## config.mk

```make
export PLATFORM = sky130hd
export DESIGN_NAME = mem_bus_arbiter_flat
export DESIGN_NICKNAME = d
export VERILOG_FILES = /design/src/rtl/mem_bus_arbiter_pkg.sv /design/src/rtl/mem_bus_arbiter_if.sv /design/src/rtl/mem_bus_arbiter_req_latch.sv /design/src/rtl/mem_bus_arbiter.sv /design/src/flat_wrapper.sv
export SDC_FILE = /design/constraint.sdc
export NUM_CORES = 1
export LEC_CHECK = 0
export ABC_AREA = 1
export BUFFER_PORTS_ARGS = -buffer_cell sky130_fd_sc_hd__buf_2
export CAP_MARGIN = 20
export CORE_UTILIZATION = 35
export CTS_CLUSTER_SIZE = 12
export DETAILED_ROUTE_END_ITERATION = 6
export GPL_ROUTABILITY_DRIVEN = 0
export PLACE_DENSITY = 0.58
export SYNTH_ARGS = -nofsm -noshare
export SYNTH_HDL_FRONTEND = slang
export SYNTH_SLANG_ARGS = --single-unit
```

## constraint.sdc

```tcl
create_clock -name clk_in -period 1.3 [get_ports clk_in]
set_input_delay 0.065 -clock clk_in [delete_from_list [all_inputs] [get_ports clk_in]]
set_output_delay 0.065 -clock clk_in [all_outputs]
set_load 0.05 [all_outputs]
```

## src/rtl/mem_bus_arbiter_pkg.sv

```systemverilog
// rtl/mem_bus_arbiter_pkg.sv - package mem: bus width enum plus arbiter state/op types
package mem;

  typedef enum logic [1:0] {
    BYTE  = 2'd0,
    HALF  = 2'd1,
    WORD  = 2'd2,
    DWORD = 2'd3
  } mem_width_t;

  typedef enum logic [1:0] {
    IDLE  = 2'd0,
    ISSUE = 2'd1,
    WAIT  = 2'd2
  } arb_state_t;

  typedef enum logic {
    OP_READ  = 1'b0,
    OP_WRITE = 1'b1
  } arb_op_t;

  // A lone pending port always wins; prefer1 only breaks a tie.
  function automatic logic pick_port(input logic pend0, input logic pend1, input logic prefer1);
    return (pend0 && pend1) ? prefer1 : pend1;
  endfunction

endpackage

```

## src/rtl/mem_bus_arbiter_if.sv

```systemverilog
// rtl/mem_bus_arbiter_if.sv - memory_bus interface: single-cycle dispatch with busy handshake
interface memory_bus #(
  parameter int ADDR_W = 32,
  parameter int DATA_W = 32
);
  import mem::*;

  logic [ADDR_W-1:0] addr;
  mem_width_t        mem_width;
  logic [DATA_W-1:0] write_data;
  logic              dispatch_read;
  logic              dispatch_write;
  logic              busy;
  logic [DATA_W-1:0] read_data;

  modport master (
    output addr, mem_width, write_data, dispatch_read, dispatch_write,
    input  busy, read_data
  );

  modport slave (
    input  addr, mem_width, write_data, dispatch_read, dispatch_write,
    output busy, read_data
  );

endinterface

```

## src/rtl/mem_bus_arbiter_req_latch.sv

```systemverilog
// rtl/mem_bus_arbiter_req_latch.sv - per-port request holder: pending/op/fields, busy and
// read-data return, protocol error detection
module mem_arb_req_latch
  import mem::*;
#(
  parameter int ADDR_W = 32,
  parameter int DATA_W = 32
) (
  input  logic              clk_in,
  input  logic              rst_in,
  memory_bus.slave          up,
  input  logic              complete,
  input  logic [DATA_W-1:0] rdata,
  output logic              pending,
  output arb_op_t           op,
  output logic [ADDR_W-1:0] addr,
  output mem_width_t        width,
  output logic [DATA_W-1:0] wdata,
  output logic              err
);

  logic              pending_q, pending_d;
  arb_op_t           op_q, op_d;
  logic [ADDR_W-1:0] addr_q, addr_d;
  mem_width_t        width_q, width_d;
  logic [DATA_W-1:0] wdata_q, wdata_d;
  logic [DATA_W-1:0] rdata_q, rdata_d;
  logic              dispatch;

  assign dispatch = up.dispatch_read | up.dispatch_write;

  always_comb begin
    pending_d = pending_q;
    op_d      = op_q;
    addr_d    = addr_q;
    width_d   = width_q;
    wdata_d   = wdata_q;
    rdata_d   = rdata_q;
    err       = 1'b0;
    if (complete) begin
      pending_d = 1'b0;
      if (op_q == OP_READ) rdata_d = rdata;
    end
    // complete only fires while pending_q is set, so a dispatch here is an error
    if (dispatch) begin
      if (pending_q) begin
        err = 1'b1;
      end else begin
        pending_d = 1'b1;
        op_d      = up.dispatch_write ? OP_WRITE : OP_READ;
        addr_d    = up.addr;
        width_d   = up.mem_width;
        wdata_d   = up.write_data;
        err       = up.dispatch_read & up.dispatch_write;
      end
    end
  end

  always_ff @(posedge clk_in) begin
    if (rst_in) begin
      pending_q <= 1'b0;
      op_q      <= OP_READ;
      addr_q    <= '0;
      width_q   <= DWORD;
      wdata_q   <= '0;
      rdata_q   <= '0;
    end else begin
      pending_q <= pending_d;
      op_q      <= op_d;
      addr_q    <= addr_d;
      width_q   <= width_d;
      wdata_q   <= wdata_d;
      rdata_q   <= rdata_d;
    end
  end

  assign up.busy      = pending_q;
  assign up.read_data = rdata_q;
  assign pending      = pending_q;
  assign op           = op_q;
  assign addr         = addr_q;
  assign width        = width_q;
  assign wdata        = wdata_q;

endmodule

```

## src/rtl/mem_bus_arbiter.sv

```systemverilog
// rtl/mem_bus_arbiter.sv - two-port arbiter onto one memory_bus; MEM_ARB_ROUND_ROBIN_EN
// selects round-robin tie-break instead of fixed port-0 priority
module mem_bus_arbiter
  import mem::*;
#(
  parameter int ADDR_W = 32,
  parameter int DATA_W = 32
) (
  input  logic      clk_in,
  input  logic      rst_in,
  memory_bus.slave  up0,
  memory_bus.slave  up1,
  memory_bus.master down,
  output logic      proto_err
);

  logic [1:0]        pending;
  logic [1:0]        complete;
  logic [1:0]        req_err;
  arb_op_t           req_op    [2];
  logic [ADDR_W-1:0] req_addr  [2];
  mem_width_t        req_width [2];
  logic [DATA_W-1:0] req_wdata [2];
  logic              winner;

  arb_state_t        state_q, state_d;
  logic              grant_q, grant_d;
  logic              disp_rd_q, disp_rd_d;
  logic              disp_wr_q, disp_wr_d;
  logic [ADDR_W-1:0] addr_q, addr_d;
  mem_width_t        width_q, width_d;
  logic [DATA_W-1:0] wdata_q, wdata_d;
  logic              proto_err_q, proto_err_d;

  mem_arb_req_latch #(.ADDR_W(ADDR_W), .DATA_W(DATA_W)) u_req0 (
    .clk_in   (clk_in),
    .rst_in   (rst_in),
    .up       (up0),
    .complete (complete[0]),
    .rdata    (down.read_data),
    .pending  (pending[0]),
    .op       (req_op[0]),
    .addr     (req_addr[0]),
    .width    (req_width[0]),
    .wdata    (req_wdata[0]),
    .err      (req_err[0])
  );

  mem_arb_req_latch #(.ADDR_W(ADDR_W), .DATA_W(DATA_W)) u_req1 (
    .clk_in   (clk_in),
    .rst_in   (rst_in),
    .up       (up1),
    .complete (complete[1]),
    .rdata    (down.read_data),
    .pending  (pending[1]),
    .op       (req_op[1]),
    .addr     (req_addr[1]),
    .width    (req_width[1]),
    .wdata    (req_wdata[1]),
    .err      (req_err[1])
  );

`ifdef MEM_ARB_ROUND_ROBIN_EN
  logic last_grant_q, last_grant_d;

  always_comb begin
    last_grant_d = last_grant_q;
    if (state_q == IDLE && |pending) last_grant_d = winner;
  end

  // Reset to port 1 so the first tie goes to port 0.
  always_ff @(posedge clk_in) begin
    if (rst_in) last_grant_q <= 1'b1;
    else        last_grant_q <= last_grant_d;
  end

  assign winner = pick_port(pending[0], pending[1], ~last_grant_q);
`else
  assign winner = pick_port(pending[0], pending[1], 1'b0);
`endif

  always_ff @(posedge clk_in) begin
    if (rst_in) state_q <= IDLE;
    else        state_q <= state_d;
  end

  always_comb begin
    state_d = state_q;
    case (state_q)
      IDLE:    if (|pending) state_d = ISSUE;
      ISSUE:   state_d = WAIT;
      WAIT:    if (!down.busy) state_d = IDLE;
      default: state_d = IDLE;
    endcase
  end

  always_comb begin
    grant_d     = grant_q;
    disp_rd_d   = 1'b0;
    disp_wr_d   = 1'b0;
    addr_d      = addr_q;
    width_d     = width_q;
    wdata_d     = wdata_q;
    complete    = 2'b00;
    proto_err_d = proto_err_q | (|req_err);
    case (state_q)
      IDLE: begin
        if (|pending) begin
          grant_d   = winner;
          addr_d    = req_addr[winner];
          width_d   = req_width[winner];
          wdata_d   = req_wdata[winner];
          disp_wr_d = (req_op[winner] == OP_WRITE);
          disp_rd_d = (req_op[winner] == OP_READ);
        end
      end
      WAIT: begin
        if (!down.busy) complete[grant_q] = 1'b1;
      end
      default: ;
    endcase
  end

  always_ff @(posedge clk_in) begin
    if (rst_in) begin
      grant_q     <= 1'b0;
      disp_rd_q   <= 1'b0;
      disp_wr_q   <= 1'b0;
      addr_q      <= '0;
      width_q     <= DWORD;
      wdata_q     <= '0;
      proto_err_q <= 1'b0;
    end else begin
      grant_q     <= grant_d;
      disp_rd_q   <= disp_rd_d;
      disp_wr_q   <= disp_wr_d;
      addr_q      <= addr_d;
      width_q     <= width_d;
      wdata_q     <= wdata_d;
      proto_err_q <= proto_err_d;
    end
  end

  assign down.addr           = addr_q;
  assign down.mem_width      = width_q;
  assign down.write_data     = wdata_q;
  assign down.dispatch_read  = disp_rd_q;
  assign down.dispatch_write = disp_wr_q;
  assign proto_err           = proto_err_q;

endmodule

```

## src/flat_wrapper.sv

```systemverilog
// flat-port wrapper written by rule: the top's interface ports become plain ports
module mem_bus_arbiter_flat import mem::*;
#(
  parameter int ADDR_W = 32,
  parameter int DATA_W = 32
)
  (clk_in, rst_in, proto_err, up0_addr, up0_mem_width, up0_write_data, up0_dispatch_read, up0_dispatch_write, up0_busy, up0_read_data, up1_addr, up1_mem_width, up1_write_data, up1_dispatch_read, up1_dispatch_write, up1_busy, up1_read_data, down_addr, down_mem_width, down_write_data, down_dispatch_read, down_dispatch_write, down_busy, down_read_data);
  memory_bus #(.ADDR_W(ADDR_W), .DATA_W(DATA_W)) up0_i ();
  memory_bus #(.ADDR_W(ADDR_W), .DATA_W(DATA_W)) up1_i ();
  memory_bus #(.ADDR_W(ADDR_W), .DATA_W(DATA_W)) down_i ();
  input  logic clk_in;
  input  logic rst_in;
  output logic proto_err;
  input wire logic [$bits(up0_i.addr)-1:0] up0_addr;
  input wire logic [$bits(up0_i.mem_width)-1:0] up0_mem_width;
  input wire logic [$bits(up0_i.write_data)-1:0] up0_write_data;
  input wire logic [$bits(up0_i.dispatch_read)-1:0] up0_dispatch_read;
  input wire logic [$bits(up0_i.dispatch_write)-1:0] up0_dispatch_write;
  output wire logic [$bits(up0_i.busy)-1:0] up0_busy;
  output wire logic [$bits(up0_i.read_data)-1:0] up0_read_data;
  input wire logic [$bits(up1_i.addr)-1:0] up1_addr;
  input wire logic [$bits(up1_i.mem_width)-1:0] up1_mem_width;
  input wire logic [$bits(up1_i.write_data)-1:0] up1_write_data;
  input wire logic [$bits(up1_i.dispatch_read)-1:0] up1_dispatch_read;
  input wire logic [$bits(up1_i.dispatch_write)-1:0] up1_dispatch_write;
  output wire logic [$bits(up1_i.busy)-1:0] up1_busy;
  output wire logic [$bits(up1_i.read_data)-1:0] up1_read_data;
  output wire logic [$bits(down_i.addr)-1:0] down_addr;
  output wire logic [$bits(down_i.mem_width)-1:0] down_mem_width;
  output wire logic [$bits(down_i.write_data)-1:0] down_write_data;
  output wire logic [$bits(down_i.dispatch_read)-1:0] down_dispatch_read;
  output wire logic [$bits(down_i.dispatch_write)-1:0] down_dispatch_write;
  input wire logic [$bits(down_i.busy)-1:0] down_busy;
  input wire logic [$bits(down_i.read_data)-1:0] down_read_data;
  assign up0_i.addr = up0_addr;
  assign up0_i.mem_width = up0_mem_width;
  assign up0_i.write_data = up0_write_data;
  assign up0_i.dispatch_read = up0_dispatch_read;
  assign up0_i.dispatch_write = up0_dispatch_write;
  assign up0_busy = up0_i.busy;
  assign up0_read_data = up0_i.read_data;
  assign up1_i.addr = up1_addr;
  assign up1_i.mem_width = up1_mem_width;
  assign up1_i.write_data = up1_write_data;
  assign up1_i.dispatch_read = up1_dispatch_read;
  assign up1_i.dispatch_write = up1_dispatch_write;
  assign up1_busy = up1_i.busy;
  assign up1_read_data = up1_i.read_data;
  assign down_addr = down_i.addr;
  assign down_mem_width = down_i.mem_width;
  assign down_write_data = down_i.write_data;
  assign down_dispatch_read = down_i.dispatch_read;
  assign down_dispatch_write = down_i.dispatch_write;
  assign down_i.busy = down_busy;
  assign down_i.read_data = down_read_data;
  mem_bus_arbiter #(.ADDR_W(ADDR_W), .DATA_W(DATA_W)) u_core (.clk_in(clk_in), .rst_in(rst_in), .up0(up0_i), .up1(up1_i), .down(down_i), .proto_err(proto_err));
endmodule
```

==> impl_metrics.ini <==
[status]
status = complete, no violations

[global_route]
grt_pass1_wl_mm = 53.4
grt_pass1_vias = 10300
grt_max_degree = 74
grt_antenna_before_repair = 2
grt_use_total_pct = 20.9
grt_overflow_total = 0

[clock_network]
cts_buffer_depth = 3
cts_made_buffers = 30
cts_tree = built
clk_pin_slew_worst_paths_ns = 0.06
htree_levels = 1
clkSinkCount = 272
cts_root_buffer = clkbuf_16
insertion_delay_ns = 0.55

[layout]
finalInstanceArea_mm2 = 0.0159
nets = 2224
area_delta_synth_final_pct = 44.9
final_cell_mix = nor2_1, nand2_1, buf_2, dfxtp_1, o21ai_0
n_fill_cell = 2955
seq_area_mm2 = 0.00546
multi_input_area_mm2 = 0.00448
fin_util_pct = 51.8
layout_commonest_cell = nor2_1
drive_gt1_share_pct = 20.0

[floorplanning]
die_h_um = 179
core_area_mm2 = 0.0307
die_w_um = 179
dieArea_mm2 = 0.0320
start_util_pct = 35.8
io_pins = 306
placementRows = 64

[route]
dr.pass1.iters = 6
antenna_left = 0
vias = 11200
wirelength_mm = 35.4
dr.first_iter.drc_count = 520
drt-vias-per-instance = 4.54
wire_per_inst_um = 14.3
drc = 0

[worst_setup_path]
slowest_delay_ns = 0.38
required_ns = 1.24
path_delay_family = flip-flops
crit_path_start_kind = flop
cp.arrival_ns = 1.20
r2r_slack_ns = 0.04
cp_max_fo = 2
r2r_end = u_core.down.addr[0]
critPathCaptureType = primary output
reg2reg_from = u_core.u_req0.pending
crit_type = reg -> out
path_cells = buf_2
crit_slowest_cell = dfxtp_1
path_buf_inv = 1
worstRegToRegCells = 8

[synthesis]
synthDistinctLibCells = 23
synth_edf_count = 0
mappedNetlistArea_mm2 = 0.0110
synth_area_leaders = dfxtp_1, nor2_1, nand2_1, o21ai_0, inv_1
yosysTopAreaCell = dfxtp_1
seq_area_frac_synth_pct = 49.7
syn_nets = 1781
yosys_warnings = 0
async_reset_ff_share_pct = 0
avgSynthCellArea_um2 = 6.81
yosysTopAreaCellShare_pct = 49.7
synth_cells = 1610
ys_ff_latch = 272
synth_ff_type = dfxtp_1

[timing]
relSlewSlack_pct = 75.4
period_minus_slack_ns = 1.27
drv_slew = 0
fin_crit_sh_pct = 97.6
rsz0062_at_grt = true
tns_ns = 0
fmax_mhz = 788
hold_viol_final = 0
setup_viol = 0
clock_skew_ns = 0.00791
holdWs_ns = 0.270
worst_slew_pin_slew_ns = 0.367
layout_setup_ws_ns = 0.0312

[pwr]
p_switching_mw = 7.51
irDropWorstVdd_mv = 0.928
p_per_area_mw_per_mm2 = 1500
p_leak_nw = 7.98
p_seq_share_pct = 40.4
swShare_pct = 31.4
clkPwrFrac_pct = 36.3
comb_power_share_pct = 23.4
p_int_mw = 16.4

[worst_hold_path]
hold_end = u_core.u_req1.width[1]
hp-start = up1_mem_width[1]
hold_path.class = in -> reg
hold_depth = 4

[place]
pre_cts_ws_ns = -0.00430
dp_hpwl_mm = 21.2
port_buffers = 305
place_area_mm2 = 0.0129

[flow_run]
maxCapViolCount = 0
[worst max path at each step]
stage / from / to / slack (ns) / cells after the start
global route: u_core.u_req0.pending / u_core.down.addr[18] / -0.05 / 8
finish: u_core.down.write_data[19] / down_write_data[19] / 0.03 / 1
floorplan: u_core.u_req1.pending / u_core.down.addr[0] / 0.009 / 7
CTS: u_core.u_req0.pending / u_core.down.write_data[14] / 0.001 / 8
detailed placement: u_core.state_q[0] / u_core.down.write_data[1] / -0.004 / 6
global placement: u_core.state_q[0] / u_core.down.addr[17] / 0.03 / 6
[through the flow]
stage	power (mW)	cells
final	23.9	2472
after global routing	25.1	2472
after CTS	23.9	2466
after detailed placement	14.8	2242
after global placement	14.7	2242
after floorplan	13.2	1610
[routing by layer]
layer	share of wire, %	GRT usage, %	vias up
met5	0	0	-
met1	43	26.5	5006
met4	3.2	6.85	0
li1	-	-	5772
met2	46	35.3	355
met3	6.9	4.20	84
[power groups by stage]
stage	combinational (mW)	sequential [mW]	clock [mW]
floorplan	2.09	11.1	0
global placement	4.92	9.80	0
detailed placement	4.98	9.80	0
CTS	5.40	9.63	8.87
global route	6.10	9.73	9.27
finish	5.58	9.65	8.66
[registers in the layout, summed over array words and instances (netlist names), 2 cells and up]
signal                      cells
u_core.down.write_data         32
u_core.state_q                  2
u_core.u_req1.up.read_data     32
u_core.down.addr               32
u_core.u_req0.up.read_data     32
u_core.u_req0.wdata            32
u_core.u_req1.width             2
u_core.u_req0.addr             32
u_core.u_req1.wdata            32
u_core.u_req1.addr             32
u_core.down.mem_width           2
u_core.u_req0.width             2
[synthesized netlist by cell type, types with 2 or more instances]
cell      number
nor2_1       489
nand2_1      353
dfxtp_1      272
o21ai_0      186
inv_1        134
clkbuf_1      43
nand3_1       39
buf_2         28
buf_4         21
o21ai_1       10
inv_2          7
a21oi_1        6
buf_6          6
nor2_2         3
buf_1          2
nand2_2        2
nor3_1         2
o21ai_2        2
[cell families after synthesis]
group                  count (synthesis)  share of synthesized area, %
flip-flops                           272                          49.7
AO/OA/AOI/OAI                        204                          9.38
AND/OR/NAND/NOR                      890                          31.1
buffers and inverters                244                          9.85
[final cells by class]
| type | count | area share, % |
|---|---|---|
| antenna | 2 | 0.0315 |
| clock buffer | 46 | 5.87 |
| clock inverter | 7 | 0.567 |
| inverter | 142 | 3.45 |
| multi-input combinational | 1094 | 28.2 |
| sequential | 272 | 34.3 |
| tap | 396 | 3.12 |
| timing repair buffer | 513 | 24.5 |
[timing repair]
item | 4_1_cts | 5_1_grt
pin swaps | 0 | 1
hold endpoints to repair | 206 | 0
buffers inserted | 0 | 1
gates cloned | 0 | 4
hold buffers | 171 | 0
setup endpoints to repair | 11 | 121
gates resized for setup | 3 | 36
Power figures use the tool's default switching activity.
